===== config.mk =====
export PLATFORM = sky130hd
export DESIGN_NAME = vector_mem_sequencer
export DESIGN_NICKNAME = d
export VERILOG_FILES = /design/src/rtl/vector_mem_sequencer.sv
export SDC_FILE = /design/constraint.sdc
export NUM_CORES = 1
export LEC_CHECK = 0
export BUFFER_PORTS_ARGS = -buffer_cell sky130_fd_sc_hd__buf_2
export CORE_ASPECT_RATIO = 0.6
export CORE_UTILIZATION = 50
export CTS_CLUSTER_SIZE = 20
export DETAILED_ROUTE_END_ITERATION = 12
export GPL_TIMING_DRIVEN = 0
export PLACE_DENSITY = 0.8
export SYNTH_ARGS = -nofsm -noshare
export SYNTH_HDL_FRONTEND = slang
export SYNTH_SLANG_ARGS = --single-unit
export TNS_END_PERCENT = 50

===== constraint.sdc =====
create_clock -name clk -period 39 [get_ports clk]
set_clock_uncertainty 0.1 [all_clocks]
set_input_delay 11.7 -clock clk [delete_from_list [all_inputs] [get_ports clk]]
set_output_delay 11.7 -clock clk [all_outputs]
set_load 0.02 [all_outputs]

===== src/rtl/vector_mem_sequencer.sv =====
// Vector memory sequencer: splits VLDW/VLDH/VSTW/VSTH into LANES scalar memory beats.
// Optional misalignment check enabled by defining VEC_SEQ_ALIGN_CHECK_EN.
module vector_mem_sequencer #(
    parameter int unsigned LANES  = 4,
    parameter int unsigned ADDR_W = 32
) (
    input  logic                  clk,
    input  logic                  rst,
    input  logic                  start,
    input  logic                  op_store,
    input  logic                  op_half,
    input  logic [ADDR_W-1:0]     base_addr,
    input  logic [LANES*32-1:0]   vec_wdata,
    output logic                  busy,
    output logic                  done,
    output logic                  err,
    output logic [LANES*32-1:0]   vec_rdata,
    output logic                  vec_we,
    output logic                  mem_req,
    output logic                  mem_we,
    output logic [ADDR_W-1:0]     mem_addr,
    output logic [3:0]            mem_be,
    output logic [31:0]           mem_wdata,
    input  logic                  mem_gnt,
    input  logic                  mem_rvalid,
    input  logic [31:0]           mem_rdata
);

    localparam int unsigned LW = (LANES > 1) ? $clog2(LANES) : 1;

    typedef enum logic [1:0] {StIdle, StReq, StWaitR, StFin} state_t;

    state_t                state_q;
    logic [LW-1:0]         lane_q;
    logic                  store_q;
    logic                  half_q;
    logic [ADDR_W-1:0]     base_q;
    logic [LANES*32-1:0]   wdata_q;
    logic [LANES*32-1:0]   rbuf_q;

    function automatic logic [ADDR_W-1:0] beat_addr(input logic [ADDR_W-1:0] base,
                                                    input logic half,
                                                    input logic [LW-1:0] idx);
        logic [ADDR_W-1:0] a;
        a = base + (ADDR_W'(idx) << (half ? 1 : 2));
`ifndef VEC_SEQ_ALIGN_CHECK_EN
        a[0] = 1'b0;
        if (!half) a[1] = 1'b0;
`endif
        return a;
    endfunction

    function automatic logic [31:0] beat_wdata(input logic [LANES*32-1:0] vec,
                                               input logic half,
                                               input logic [LW-1:0] idx);
        logic [31:0] w;
        w = vec[32*int'(idx) +: 32];
        return half ? {w[15:0], w[15:0]} : w;
    endfunction

    // Next beat to present: lane 0 from the live inputs at start, else lane+1 from latched op.
    logic                  issue_store;
    logic                  issue_half;
    logic [ADDR_W-1:0]     issue_base;
    logic [LANES*32-1:0]   issue_vec;
    logic [LW-1:0]         issue_idx;
    logic [ADDR_W-1:0]     nxt_addr;
    logic [3:0]            nxt_be;
    logic [31:0]           nxt_wdata;
    logic [31:0]           load_elem;
    logic [LANES*32-1:0]   rbuf_upd;
    logic                  last_lane;

    always_comb begin
        issue_store = store_q;
        issue_half  = half_q;
        issue_base  = base_q;
        issue_vec   = wdata_q;
        issue_idx   = lane_q + 1'b1;
        if (state_q == StIdle) begin
            issue_store = op_store;
            issue_half  = op_half;
            issue_base  = base_addr;
            issue_vec   = vec_wdata;
            issue_idx   = '0;
        end
        nxt_addr  = beat_addr(issue_base, issue_half, issue_idx);
        nxt_be    = 4'b1111;
        nxt_wdata = '0;
        if (issue_store) begin
            nxt_wdata = beat_wdata(issue_vec, issue_half, issue_idx);
            if (issue_half) nxt_be = nxt_addr[1] ? 4'b1100 : 4'b0011;
        end
    end

    always_comb begin
        load_elem = mem_rdata;
        if (half_q) load_elem = mem_addr[1] ? {16'h0, mem_rdata[31:16]} : {16'h0, mem_rdata[15:0]};
        rbuf_upd = rbuf_q;
        rbuf_upd[32*int'(lane_q) +: 32] = load_elem;
    end

    assign last_lane = (lane_q == LW'(LANES - 1));
    assign busy      = start | (state_q != StIdle);

`ifdef VEC_SEQ_ALIGN_CHECK_EN
    logic err_q;
    logic misaligned;
    assign misaligned = op_half ? base_addr[0] : |base_addr[1:0];
    assign err        = err_q;
`else
    assign err = 1'b0;
`endif

    always_ff @(posedge clk or posedge rst) begin
        if (rst) begin
            state_q   <= StIdle;
            lane_q    <= '0;
            store_q   <= 1'b0;
            half_q    <= 1'b0;
            base_q    <= '0;
            wdata_q   <= '0;
            rbuf_q    <= '0;
            vec_rdata <= '0;
            vec_we    <= 1'b0;
            done      <= 1'b0;
            mem_req   <= 1'b0;
            mem_we    <= 1'b0;
            mem_addr  <= '0;
            mem_be    <= '0;
            mem_wdata <= '0;
`ifdef VEC_SEQ_ALIGN_CHECK_EN
            err_q     <= 1'b0;
`endif
        end else begin
            done   <= 1'b0;
            vec_we <= 1'b0;
`ifdef VEC_SEQ_ALIGN_CHECK_EN
            err_q  <= 1'b0;
`endif
            case (state_q)
                StIdle: begin
                    if (start) begin
                        store_q <= op_store;
                        half_q  <= op_half;
                        base_q  <= base_addr;
                        wdata_q <= vec_wdata;
                        lane_q  <= '0;
`ifdef VEC_SEQ_ALIGN_CHECK_EN
                        if (misaligned) begin
                            state_q <= StFin;
                            done    <= 1'b1;
                            err_q   <= 1'b1;
                        end else
`endif
                        begin
                            state_q   <= StReq;
                            mem_req   <= 1'b1;
                            mem_we    <= op_store;
                            mem_addr  <= nxt_addr;
                            mem_be    <= nxt_be;
                            mem_wdata <= nxt_wdata;
                        end
                    end
                end
                StReq: begin
                    if (mem_gnt) begin
                        if (!store_q) begin
                            state_q <= StWaitR;
                            mem_req <= 1'b0;
                        end else if (last_lane) begin
                            state_q <= StFin;
                            mem_req <= 1'b0;
                            done    <= 1'b1;
                        end else begin
                            lane_q    <= lane_q + 1'b1;
                            mem_addr  <= nxt_addr;
                            mem_be    <= nxt_be;
                            mem_wdata <= nxt_wdata;
                        end
                    end
                end
                StWaitR: begin
                    if (mem_rvalid) begin
                        rbuf_q <= rbuf_upd;
                        if (last_lane) begin
                            state_q   <= StFin;
                            done      <= 1'b1;
                            vec_we    <= 1'b1;
                            vec_rdata <= rbuf_upd;
                        end else begin
                            state_q   <= StReq;
                            lane_q    <= lane_q + 1'b1;
                            mem_req   <= 1'b1;
                            mem_addr  <= nxt_addr;
                            mem_be    <= nxt_be;
                            mem_wdata <= nxt_wdata;
                        end
                    end
                end
                StFin:   state_q <= StIdle;
                default: state_q <= StIdle;
            endcase
        end
    end

endmodule


### After elaboration in Yosys (flattened, before gate mapping)

Index checks and enable logic that the tools add are counted.

| storage, ports and cells | value |
|---|---|
| flip-flop bits (word level) | 493 |
| bits of input ports | 199 |
| output and inout bits | 202 |

| cells by class | value |
|---|---|
| add/sub/neg operators | 3 |
| equality and inequality tests | 10 |
| shift operators | 4 |
| mux-type cells | 59 |
| bitwise operators | 1 |
| reduce and logical (&&, ||, !) cells | 9 |

Operators by type and width:

| cell | count |
|---|---|
| $mux 32 | 14 |
| $pmux 32 s3 | 2 |
| $bwmux 128 | 1 |
| $mux 128 | 1 |
| $shift 32x33->128 const A | 1 |
| $shiftx 128x8->32 | 1 |
| $shiftx 32x33->128 | 1 |
| $neg 7->33 | 1 |
| $add 32x32->32 | 1 |
| $mux 4 | 8 |
| $shl 2x2->32 | 1 |
| $mux 2 | 13 |
| $mux 16 | 1 |
| $mux 1 | 14 |
| $pmux 4 s3 | 1 |
| $ne 2x2->1 const B | 5 |
| $pmux 2 s4 | 1 |
| $eq 2x2->1 const B | 3 |
| $pmux 2 s3 | 1 |
| $reduce_and 6->1 | 1 |
| $reduce_and 5->1 | 1 |
| $reduce_and 2->1 | 2 |
| $reduce_and 4->1 | 1 |
| $ne 3x3->1 const B | 1 |
| other kinds (9) | 9 |

### Logic depth before layout (Yosys ltp)

Gate-level depths: netlist of run 1.

| logic depth | value |
|---|---|
| word-level depth | 13 |
| gate-level depth with buffers | 15 |

### Worst setup path before layout of run 1

No wires, ideal clock.

| path | value |
|---|---|
| kind | input port to output port |
| start point | input port start |
| end point | output port busy |
| data arrival time | 11.924 ns |
| required time | 27.200 ns |
| slack | 15.276 ns |
| stages on the path | 1 |
| cell sequence | nand2b_1 |

| between the ends | value |
|---|---|
| cells in the longest elaborated chain, start to end | 1 |

Ends and longest elaborated chain:

| item | line | text |
|---|---|---|
| from (decl) | 9 | `input logic start,` |
| $or 1x1->1 | 104 | `assign busy = start \| (state_q != StIdle);` |
| to (decl) | 14 | `output logic busy,` |

Every way passes these cells.

### Final worst setup path of run 1

Same ends and word-level chain as after synthesis.

==> results of run 1 <==
==> layer usage <==
layer	share of wire (%)	global-route usage (%)	vias up	wire [microns]
met1	42	46.3	9177	30400
met3	12	10.4	160	8840
met2	43	46.2	1101	31600
met5	0	0	-	0
met4	3.0	10.2	0	2210
li1	-	-	7657	-
==> per-stage QoR <==
step / power, mW / cells / hold slack [ps]
6_report: 2.28 / 2919 / 372
5_1_grt: 2.39 / 2913 / 392
4_1_cts: 2.27 / 2903 / 378
3_5_place_dp: 1.80 / 2821 / 364
3_3_place_gp: 1.76 / 2817 / 361
2_1_floorplan: 1.46 / 1866 / 350
==> logic make-up (layout without fill, tap and decap cells) <==
| logic type | after synthesis | after routing |
|---|---|---|
| AOI/OAI and AO/OA | 358 | 358 |
| xor gates and xnor gates | 19 | 19 |
| adders and majority gates | 15 | 15 |
| buffers and inverters | 169 | 636 |
| DFF | 489 | 489 |
| muxes | 290 | 290 |
| other | 2 | 19 |
| and+or+nand+nor | 523 | 523 |
==> sequential cells by signal, summed over array words and instances (netlist names) <==
register and flops:
base_q 31, done 1, half_q 1, lane_q 2
mem_addr 31, mem_be 2, mem_req 1, mem_wdata 32
rbuf_q 128, state_q 2, store_q 1, vec_rdata 128
vec_we 1, wdata_q 128
==> synth_stat cells (all sizes together), types with 3 or more instances <==
cell type,number
a211oi,3
xor2,13
nand4b,4
buf,46
mux4,32
or3,3
nand3,16
nand4,16
clkbuf,108
a22o,64
a21oi,6
nand2,171
dfrtp,489
nand3b,4
o21ai,98
o211ai,7
or4,5
a221o,3
a221oi,129
xnor2,6
ha,14
and2,6
a31oi,4
a21boi,3
nor2b,3
nor3,6
a32o,16
nor2,271
o31ai,4
nor4,8
mux2i,65
inv,14
mux2,193
==> power groups by stage <==
stage	clock, mW	sequential [mW]	combinational [mW]
2_1_floorplan	0	0.902	0.559
3_3_place_gp	0	0.821	0.940
3_5_place_dp	0	0.831	0.969
4_1_cts	0.476	0.825	0.972
5_1_grt	0.497	0.847	1.05
6_report	0.471	0.829	0.981
==> worst max-delay path: cells and delay by family <==
kind / cells / cell delay [ps]
buf+inv: 2 / 290
simple gates: 1 / 180
==> worst max-delay path by stage <==
stage                               endpoint  slack, ps  cells past startpoint  start
global placement    mem_addr[21]$_DFFE_PP0P_       8850                      2    rst
finish                                  busy      15030                      3  start
CTS                                     busy      15040                      3  start
floorplan             base_q[10]$_DFFE_PP0P_      13550                      1    rst
global route                            busy      15010                      3  start
detailed placement                      busy      15040                      3  start
==> cell usage in the layout (no fill, tap or decap), types with 9 or more instances in the layout <==
cell | Yosys | routed
nand3_1 | 15 | 15
o21ai_0 | 92 | 92
a32o_1 | 16 | 16
dfrtp_1 | 489 | 489
buf_2 | 23 | 404
buf_1 | 15 | 15
ha_1 | 14 | 14
mux4_2 | 32 | 32
clkbuf_1 | 108 | 119
mux2i_1 | 65 | 65
inv_1 | 12 | 11
diode_2 | 0 | 16
xor2_1 | 13 | 13
clkbuf_16 | 0 | 47
mux2_2 | 193 | 193
nand2_1 | 170 | 170
a22o_1 | 64 | 64
nand4_1 | 15 | 15
nor2_1 | 271 | 271
clkbuf_8 | 0 | 9
a221oi_1 | 129 | 129
==> final cells by class <==
type	count	share of cell area, %
Sequential cell	489	46.8
Multi-Input combinational cell	1208	34.0
Timing Repair Buffer	385	7.71
Clock buffer	67	5.13
Tap cell	570	2.73
Buffer	154	2.48
Clock inverter	15	0.789
Inverter	15	0.244
Antenna cell	16	0.153
==> flow_summary_export.csv, run 1 <==
group,metric,value,unit
sta,drv_slew,9,
yosys,ys_ff_latch,489,
clocking,cts_sinks,489,
clocking,cts_setup_buffers,0,
critical_path,r2r-start,"state_q[0]$_DFFE_PP0P_",
sta,period_needed,23970,ps
sta,timing.slew.headroom,-3.16,%
critical_path,cp.required,27200,ps
finish,drive_gt1_share,31.1,%
finish,fill_cells,3442,
grt,grt_max_degree,118,
floorplan,ios,401,
floorplan,start_util,51.4,%
yosys,yosys-top-cells-area,"dfrtp_1, mux2_2, a221oi_1, nor2_1, mux4_2",
critical_path,r2r-end,"mem_addr[22]$_DFFE_PP0P_",
finish,area_delta_synth_final,19.8,%
clocking,cts_buffer_depth,3,
sta,tightest_slew,1540,ps
sta,setup_slack,15030,ps
yosys,yosys.area.top_type,"dfrtp_1",
sta,finalSetupViolCount,0,
yosys,synthAdderAreaFrac,0.894,%
power_and_ir_drop,ir_drop,0.0506,mV
yosys,synthArstFlopShare,100,%
yosys,syn_area_per_cell,11.7,sq um
yosys,yosysSeqAreaShare,56.0,%
sta,rsz0062_at_grt,"false",
yosys,synth_compound_area_share,12.6,%
hold_path,min_from,"mem_addr[13]$_DFFE_PP0P_",
status,outcome,"finished, violations left",
yosys,synthFlopType,"dfrtp_1",
hold_path,min_to,"mem_addr[13]$_DFFE_PP0P_",
route,route.detailed.drc,0,
grt,grt-ovfl-total,0,
sta,tns,0,ps
clocking,holdBufCountCts,0,
route,routed_via_density,6.20,
floorplan,die_area,44500,sq um
yosys,ys_types,71,
grt,grt_pass1_vias,17664,
power_and_ir_drop,seq_power_share,36.3,%
hold_path,holdPathStages,2,
yosys,syn_inst,1865,
placed_design,io_buffers,381,
critical_path,rrSetupSlack,33490,ps
route,detail_route.wl_per_cell,25.0,microns
finish,fin_area,26200,sq um
power_and_ir_drop,clkPwrFrac,20.7,%
critical_path,worstPathCellList,"buf_2, nand2b_1, buf_2",
yosys,synth_top_area_share,56.0,%
clocking,cts_resized,0,
route,via_count,18095,
critical_path,reg2reg_depth,14,
clocking,h-tree-depth,2,
finish,multi_input_area,8900,sq um
sta,hold_viol_final,0,
clocking,clk_latency,560,ps
clocking,cts_tree,"yes",
critical_path,cp-start-kind,"input port",
placed_design,dp_slack,15040,ps
yosys,synth_mux_area_share,16.2,%
power_and_ir_drop,p_leak,12.4,nW
finish,regArea,12200,sq um
hold_path,hp-class,"reg -> reg",
yosys,synth_edf_count,0,
power_and_ir_drop,combPwrFrac,43.0,%
critical_path,crit_top_cell,"buf_2",
power_and_ir_drop,switching_share,40.0,%
placed_design,gp_congestion,0.958,
critical_path,cp-end-kind,"primary output",
clocking,cts_root_buffer,"clkbuf_16",
route,drtIter0Drc,2448,
critical_path,cp_max_fo,2,
critical_path,cpMaxStageDelayCell,"buf_2",
yosys,yosysWarnings,0,
route,drt-total-wl,73000,microns
power_and_ir_drop,p_int,1.37,mW
power_and_ir_drop,power.density,87.2,nW/um^2
grt,track_usage,32.2,%
clocking,path_clk_slew,60,ps
critical_path,slowest_delay,190,ps
clocking,cts_buffers,46,
yosys,synth_simple_gate_area_share,10.2,%
finish,fin_nets,2513,
floorplan,die_w,272,microns
route,firstDrtPassIters,6,
floorplan,placementRows,58,
yosys,synth-xor-area-share,0.762,%
critical_path,critical_path_arrival,12170,ps
placed_design,hpwl,54700,microns
yosys,synth_top_family_by_area,"multiplexers",
sta,fin_crit_sh,61.5,%
sta,max_freq,41.7,MHz
grt,antenna_found_initial,18,
status,violations,"max-capacitance violations, max-slew violations",
floorplan,die_h,164,microns
finish,final_util,61.6,%
power_and_ir_drop,p_sw,0.912,mW
critical_path,worstSetupPathType,"in -> out",
route,antenna_left,0,
floorplan,core_area,42500,sq um
placed_design,dpl_cell_area,24600,sq um
yosys,syn_area,21800,sq um
grt,grt_pass1_wl,108000,microns
job,maxCapViolations,1,
No activity file was read; power rests on OpenSTA's default activity.
==> run 2, diff against run 1 <==
ABC_AREA = 1   (was unset)
PLACE_DENSITY = 0.82   (was 0.8)
clock period = 19.25 ns   (was 39 ns; I/O delays follow)
==> flow_summary_export.csv, run 2 <==
group,metric,value,unit
status,outcome,"finished clean",
route,drt-total-wl,78500,microns
sta,hold_slack,380,ps
sta,drv_slew,0,
sta,period_needed,12290,ps
clocking,cts_setup_buffers,0,
sta,finalSetupViolCount,0,
critical_path,cpMaxStageDelayCell,"or2_2",
finish,final_util,61.2,%
clocking,holdBufCountCts,0,
power_and_ir_drop,switching_share,44.6,%
yosys,synth_top_area_share,53.1,%
clocking,cts_tree,"yes",
hold_path,min_from,"mem_addr[28]$_DFFE_PP0P_",
critical_path,crit_top_cell,"buf_2",
floorplan,core_area,45100,sq um
critical_path,reg2reg_depth,22,
power_and_ir_drop,p_leak,13.4,nW
clocking,cts_resized,0,
sta,timing.slew.headroom,32.8,%
route,route.detailed.drc,0,
critical_path,worstSetupPathType,"in -> out",
grt,grt_pass1_wl,117000,microns
floorplan,start_util,51.1,%
sta,fin_crit_sh,63.9,%
grt,grt-ovfl-total,0,
route,antenna_left,0,
route,routed_via_density,5.65,
floorplan,die_w,279,microns
yosys,synthTopCellsByCount,"nand2_1, dfrtp_1, inv_1",
clocking,cts_buffers,46,
yosys,syn_inst,2543,
grt,grt_pass1_vias,19691,
finish,drive_gt1_share,26.7,%
clocking,path_clk_slew,60,ps
yosys,synthArstFlopShare,100,%
critical_path,worstPathCellList,"buf_2, or2_2, buf_2",
placed_design,hpwl,60400,microns
clocking,cts_root_buffer,"clkbuf_16",
placed_design,placed_cells,3573,
yosys,yosysSeqAreaShare,53.1,%
placed_design,io_buffers,397,
grt,track_usage,33.3,%
critical_path,crit_start,"start",
yosys,synth_edf_count,0,
power_and_ir_drop,seq_power_share,33.9,%
floorplan,die_area,47000,sq um
power_and_ir_drop,ir_drop,0.104,mV
finish,fin_nets,3215,
job,maxCapViolations,0,
yosys,synth.most_common_cell,"nand2_1",
critical_path,cp_max_fo,3,
power_and_ir_drop,p_sw,2.26,mW
finish,fill_cells,3782,
clocking,cts_sinks,489,
clocking,h-tree-depth,2,
yosys,ys_ff_latch,489,
critical_path,r2r-start,"lane_q[0]$_DFFE_PP0P_",
yosys,synthFlopType,"dfrtp_1",
floorplan,placementRows,60,
finish,final_cell_mix,"nand2_1, dfrtp_1, buf_2",
yosys,yosysWarnings,0,
hold_path,hp-class,"reg -> reg",
finish,fin_area,27600,sq um
power_and_ir_drop,clkPwrFrac,18.9,%
sta,tightest_slew,1010,ps
grt,antenna_found_initial,13,
route,detail_route.wl_per_cell,21.4,microns
power_and_ir_drop,power.density,184,nW/um^2
placed_design,dpl_cell_area,26000,sq um
floorplan,die_h,168,microns
finish,fin_cells,3661,
clocking,clk_latency,560,ps
floorplan,ios,401,
yosys,yosys-top-cells-area,"dfrtp_1, nand2_1, mux2_2, o21ai_0, inv_1",
placed_design,gp_congestion,1.03,
power_and_ir_drop,p_int,2.81,mW
sta,max_freq,81.3,MHz
sta,tns,0,ps
critical_path,cp-start-kind,"input port",
yosys,ys_types,39,
critical_path,slowest_delay,330,ps
finish,final_common_cell,"nand2_1",
finish,reg_top3,"rbuf_q x128, vec_rdata x128, wdata_q x128",
yosys,yosys.area.top_type,"dfrtp_1",
power_and_ir_drop,combPwrFrac,47.2,%
critical_path,cp-end-kind,"primary output",
route,drtIter0Drc,2579,
clocking,cts_buffer_depth,3,
route,firstDrtPassIters,6,
hold_path,holdPathStages,2,
yosys,syn_area_per_cell,9.06,sq um
yosys,syn_area,23000,sq um
grt,grt_max_degree,43,
sta,hold_viol_final,0,
critical_path,critical_path_arrival,6420,ps
critical_path,cp.required,13370,ps
finish,area_delta_synth_final,19.9,%
sta,rsz0062_at_grt,"false",
route,via_count,20701,
run 2: cells by family after synthesis:
family / share of synthesized area (%)
AOI/OAI and AO/OA: 12.1
xor gates and xnor gates: 0.114
adders and majority gates: 0.847
buffers and inverters: 8.00
DFF: 53.1
muxes: 10.0
other: 0.0326
and+or+nand+nor: 15.8
run 2: final cells by class:
type / count / area, sq um / share of cell area (%)
multi-input cells: 1603 / 8960 / 32.4
flip-flops and latches: 489 / 12200 / 44.3
repair buffers: 409 / 2230 / 8.06
inverters: 293 / 1110 / 4.01
clock buffers: 62 / 1290 / 4.67
clock inverters: 19 / 269 / 0.974
well taps: 620 / 776 / 2.81
diodes: 7 / 17.5 / 0.0634
plain buffers: 159 / 738 / 2.67
run 2: final timing paths:
kind | slack, ps | endpoint
setup / recovery | 6960 | busy
hold / removal | 380 | mem_addr[28]$_DFFE_PP0P_
setup reg to reg | 14770 | mem_addr[31]$_DFFE_PP0P_
hold reg to reg | 380 | mem_addr[28]$_DFFE_PP0P_
max in group asynchronous | 11900 | rbuf_q[116]$_DFFE_PP0P_
min in group asynchronous | 5180 | vec_rdata[14]$_DFFE_PP0P_
run 2: power groups by stage:
stage | Combinational (mW) | Clock [mW] | Sequential, mW
global placement | 2.27 | 0 | 1.71
floorplan | 1.28 | 0 | 1.92
global route | 2.58 | 1.01 | 1.76
detailed placement | 2.33 | 0 | 1.72
finish | 2.39 | 0.958 | 1.72
CTS | 2.34 | 0.965 | 1.71
run 2: worst max-delay path, delay by kind of cell:
family                 cells  cell delay [ps]
buffers and inverters      2              310
AND/OR/NAND/NOR            1              330
run 2: metrics by stage:
step,power [mW],setup slack (ps)
3_3_place_gp,3.98,3980
4_1_cts,5.01,6960
3_5_place_dp,4.05,6960
2_1_floorplan,3.19,6740
6_report,5.07,6960
5_1_grt,5.35,6970
run 2: layer usage:
metal / part of all wire (%) / up-vias / GRT usage [%]
met5: 0.043 / - / 0.103
met4: 2.8 / 6 / 9.46
met3: 13 / 167 / 13.1
met2: 40 / 1191 / 45.1
met1: 44 / 10094 / 48.8
li1: - / 9243 / -
==> run 3, diff against run 2 <==
PLACE_DENSITY = 0.79   (was 0.82)
clock period = 12.7 ns   (was 19.25 ns; I/O delays follow)
==> flow_summary_export.csv, run 3 (synthesis results as in run 2) <==
group,metric,value,unit
status,outcome,"finished clean",
route,dr.max_layer_used,"met5",
route,antenna_left,0,
finish,multi_input_area,8960,sq um
critical_path,crit_start,"start",
clocking,cts_setup_buffers,0,
clocking,cts_buffer_depth,3,
power_and_ir_drop,switching_share,44.9,%
critical_path,slowest_delay,330,ps
critical_path,cp-start-kind,"input port",
clocking,cts_resized,0,
sta,timing.slew.headroom,35.6,%
finish,final_common_cell,"nand2_1",
sta,hold_viol_final,0,
sta,drv_slew,0,
clocking,cts_sinks,489,
route,drtIter0Drc,2251,
finish,fin_area,27700,sq um
route,routed_via_density,5.71,
floorplan,die_area,47000,sq um
power_and_ir_drop,p_leak,13.4,nW
power_and_ir_drop,clkPwrFrac,18.8,%
floorplan,ios,401,
route,drt-met1-wl,36600,microns
grt,antenna_found_initial,15,
hold_path,holdPathStages,2,
clocking,cts_root_buffer,"clkbuf_16",
placed_design,hpwl,63200,microns
sta,tightest_slew,965,ps
floorplan,die_w,279,microns
clocking,path_clk_slew,60,ps
route,drt-total-wl,81200,microns
route,route.detailed.drc,0,
clocking,clk_latency,570,ps
sta,max_freq,120,MHz
placed_design,placed_cells,3574,
route,wl_met2,33600,microns
power_and_ir_drop,p_sw,3.47,mW
floorplan,start_util,51.1,%
clocking,h-tree-depth,2,
critical_path,cpMaxStageDelayCell,"or2_2",
finish,fin_cells,3667,
critical_path,critical_path_arrival,4450,ps
grt,grt_max_degree,47,
grt,grt_pass1_vias,20129,
placed_design,dpl_cell_area,26100,sq um
critical_path,crit_top_cell,"buf_2",
route,detail_route.wl_per_cell,22.2,microns
route,met3WireLength,8670,microns
finish,fill_cells,3839,
sta,finalSetupViolCount,0,
floorplan,die_h,168,microns
sta,period_needed,8360,ps
route,via_count,20949,
critical_path,r2r-end,"mem_addr[31]$_DFFE_PP0P_",
clocking,cts_tree,"yes",
critical_path,worstPathCellList,"buf_2, or2_2, buf_2",
finish,final_cell_mix,"nand2_1, dfrtp_1, buf_2",
critical_path,worstSetupPathType,"in -> out",
power_and_ir_drop,seq_power_share,33.9,%
hold_path,hp-class,"reg -> reg",
grt,grt_pass1_wl,121000,microns
critical_path,cp_max_fo,3,
floorplan,core_area,45100,sq um
placed_design,io_buffers,397,
sta,fin_crit_sh,65.8,%
critical_path,cp-end-kind,"primary output",
job,maxCapViolations,0,
finish,fin_nets,3217,
power_and_ir_drop,combPwrFrac,47.3,%
power_and_ir_drop,power.density,279,nW/um^2
route,firstDrtPassIters,5,
finish,area_delta_synth_final,20.1,%
hold_path,min_to,"mem_addr[22]$_DFFE_PP0P_",
grt,track_usage,34.1,%
clocking,holdBufCountCts,0,
critical_path,rrSetupSlack,8170,ps
power_and_ir_drop,ir_drop,0.160,mV
critical_path,reg2reg_depth,22,
finish,reg_top3,"rbuf_q x128, vec_rdata x128, wdata_q x128",
sta,rsz0062_at_grt,"false",
grt,grt-ovfl-total,0,
finish,drive_gt1_share,26.7,%
hold_path,min_from,"mem_addr[22]$_DFFE_PP0P_",
floorplan,placementRows,60,
power_and_ir_drop,p_int,4.25,mW
critical_path,r2r-start,"lane_q[0]$_DFFE_PP0P_",
finish,regArea,12200,sq um
clocking,cts_buffers,47,
critical_path,cp.required,8790,ps
placed_design,gp_congestion,1.00,
run 3: critical path: cells and delay by family:
family	cells	cell delay [ps]
simple gates	1	330
buf+inv	2	310
run 3: final cells by class:
class,instances,share of cell area [%]
Buffer,159,2.67
Tap cell,620,2.80
Multi-Input combinational cell,1603,32.4
Sequential cell,489,44.2
Timing Repair Buffer,410,8.12
Antenna cell,11,0.0995
Clock buffer,67,4.96
Clock inverter,15,0.710
Inverter,293,4.01
run 3: metal layers:
layer / vias up / global-route usage [%]
met5: - / 0
met4: 4 / 9.77
met3: 158 / 9.05
met2: 1119 / 47.5
met1: 10435 / 51.8
li1: 9233 / -
run 3: worst max-delay path by stage:
stage,to
after floorplan,base_q[10]$_DFFE_PP0P_
after global placement,wdata_q[82]$_DFFE_PP0P_
after detailed placement,busy
after CTS,busy
after global routing,busy
final,busy
run 3: per-stage QoR:
step | utilization, % | hold WS (ps) | power (mW) | worst slack (ps) | setup TNS, ps
after global routing | 61.3 | 389 | 8.12 | 4340 | 0
after floorplan | - | 348 | 4.84 | 2160 | 0
after detailed placement | 57.8 | 361 | 6.18 | 4340 | 0
after global placement | 57.2 | 360 | 6.05 | -445 | -167870
final | 61.3 | 376 | 7.72 | 4340 | 0
after CTS | 61.3 | 378 | 7.65 | 4340 | 0
run 3: power groups by stage:
stage	Combinational [mW]	Clock [mW]	Sequential, mW
global route	3.91	1.53	2.68
detailed placement	3.56	0	2.63
global placement	3.45	0	2.60
CTS	3.57	1.47	2.61
finish	3.65	1.45	2.62
floorplan	1.94	0	2.90
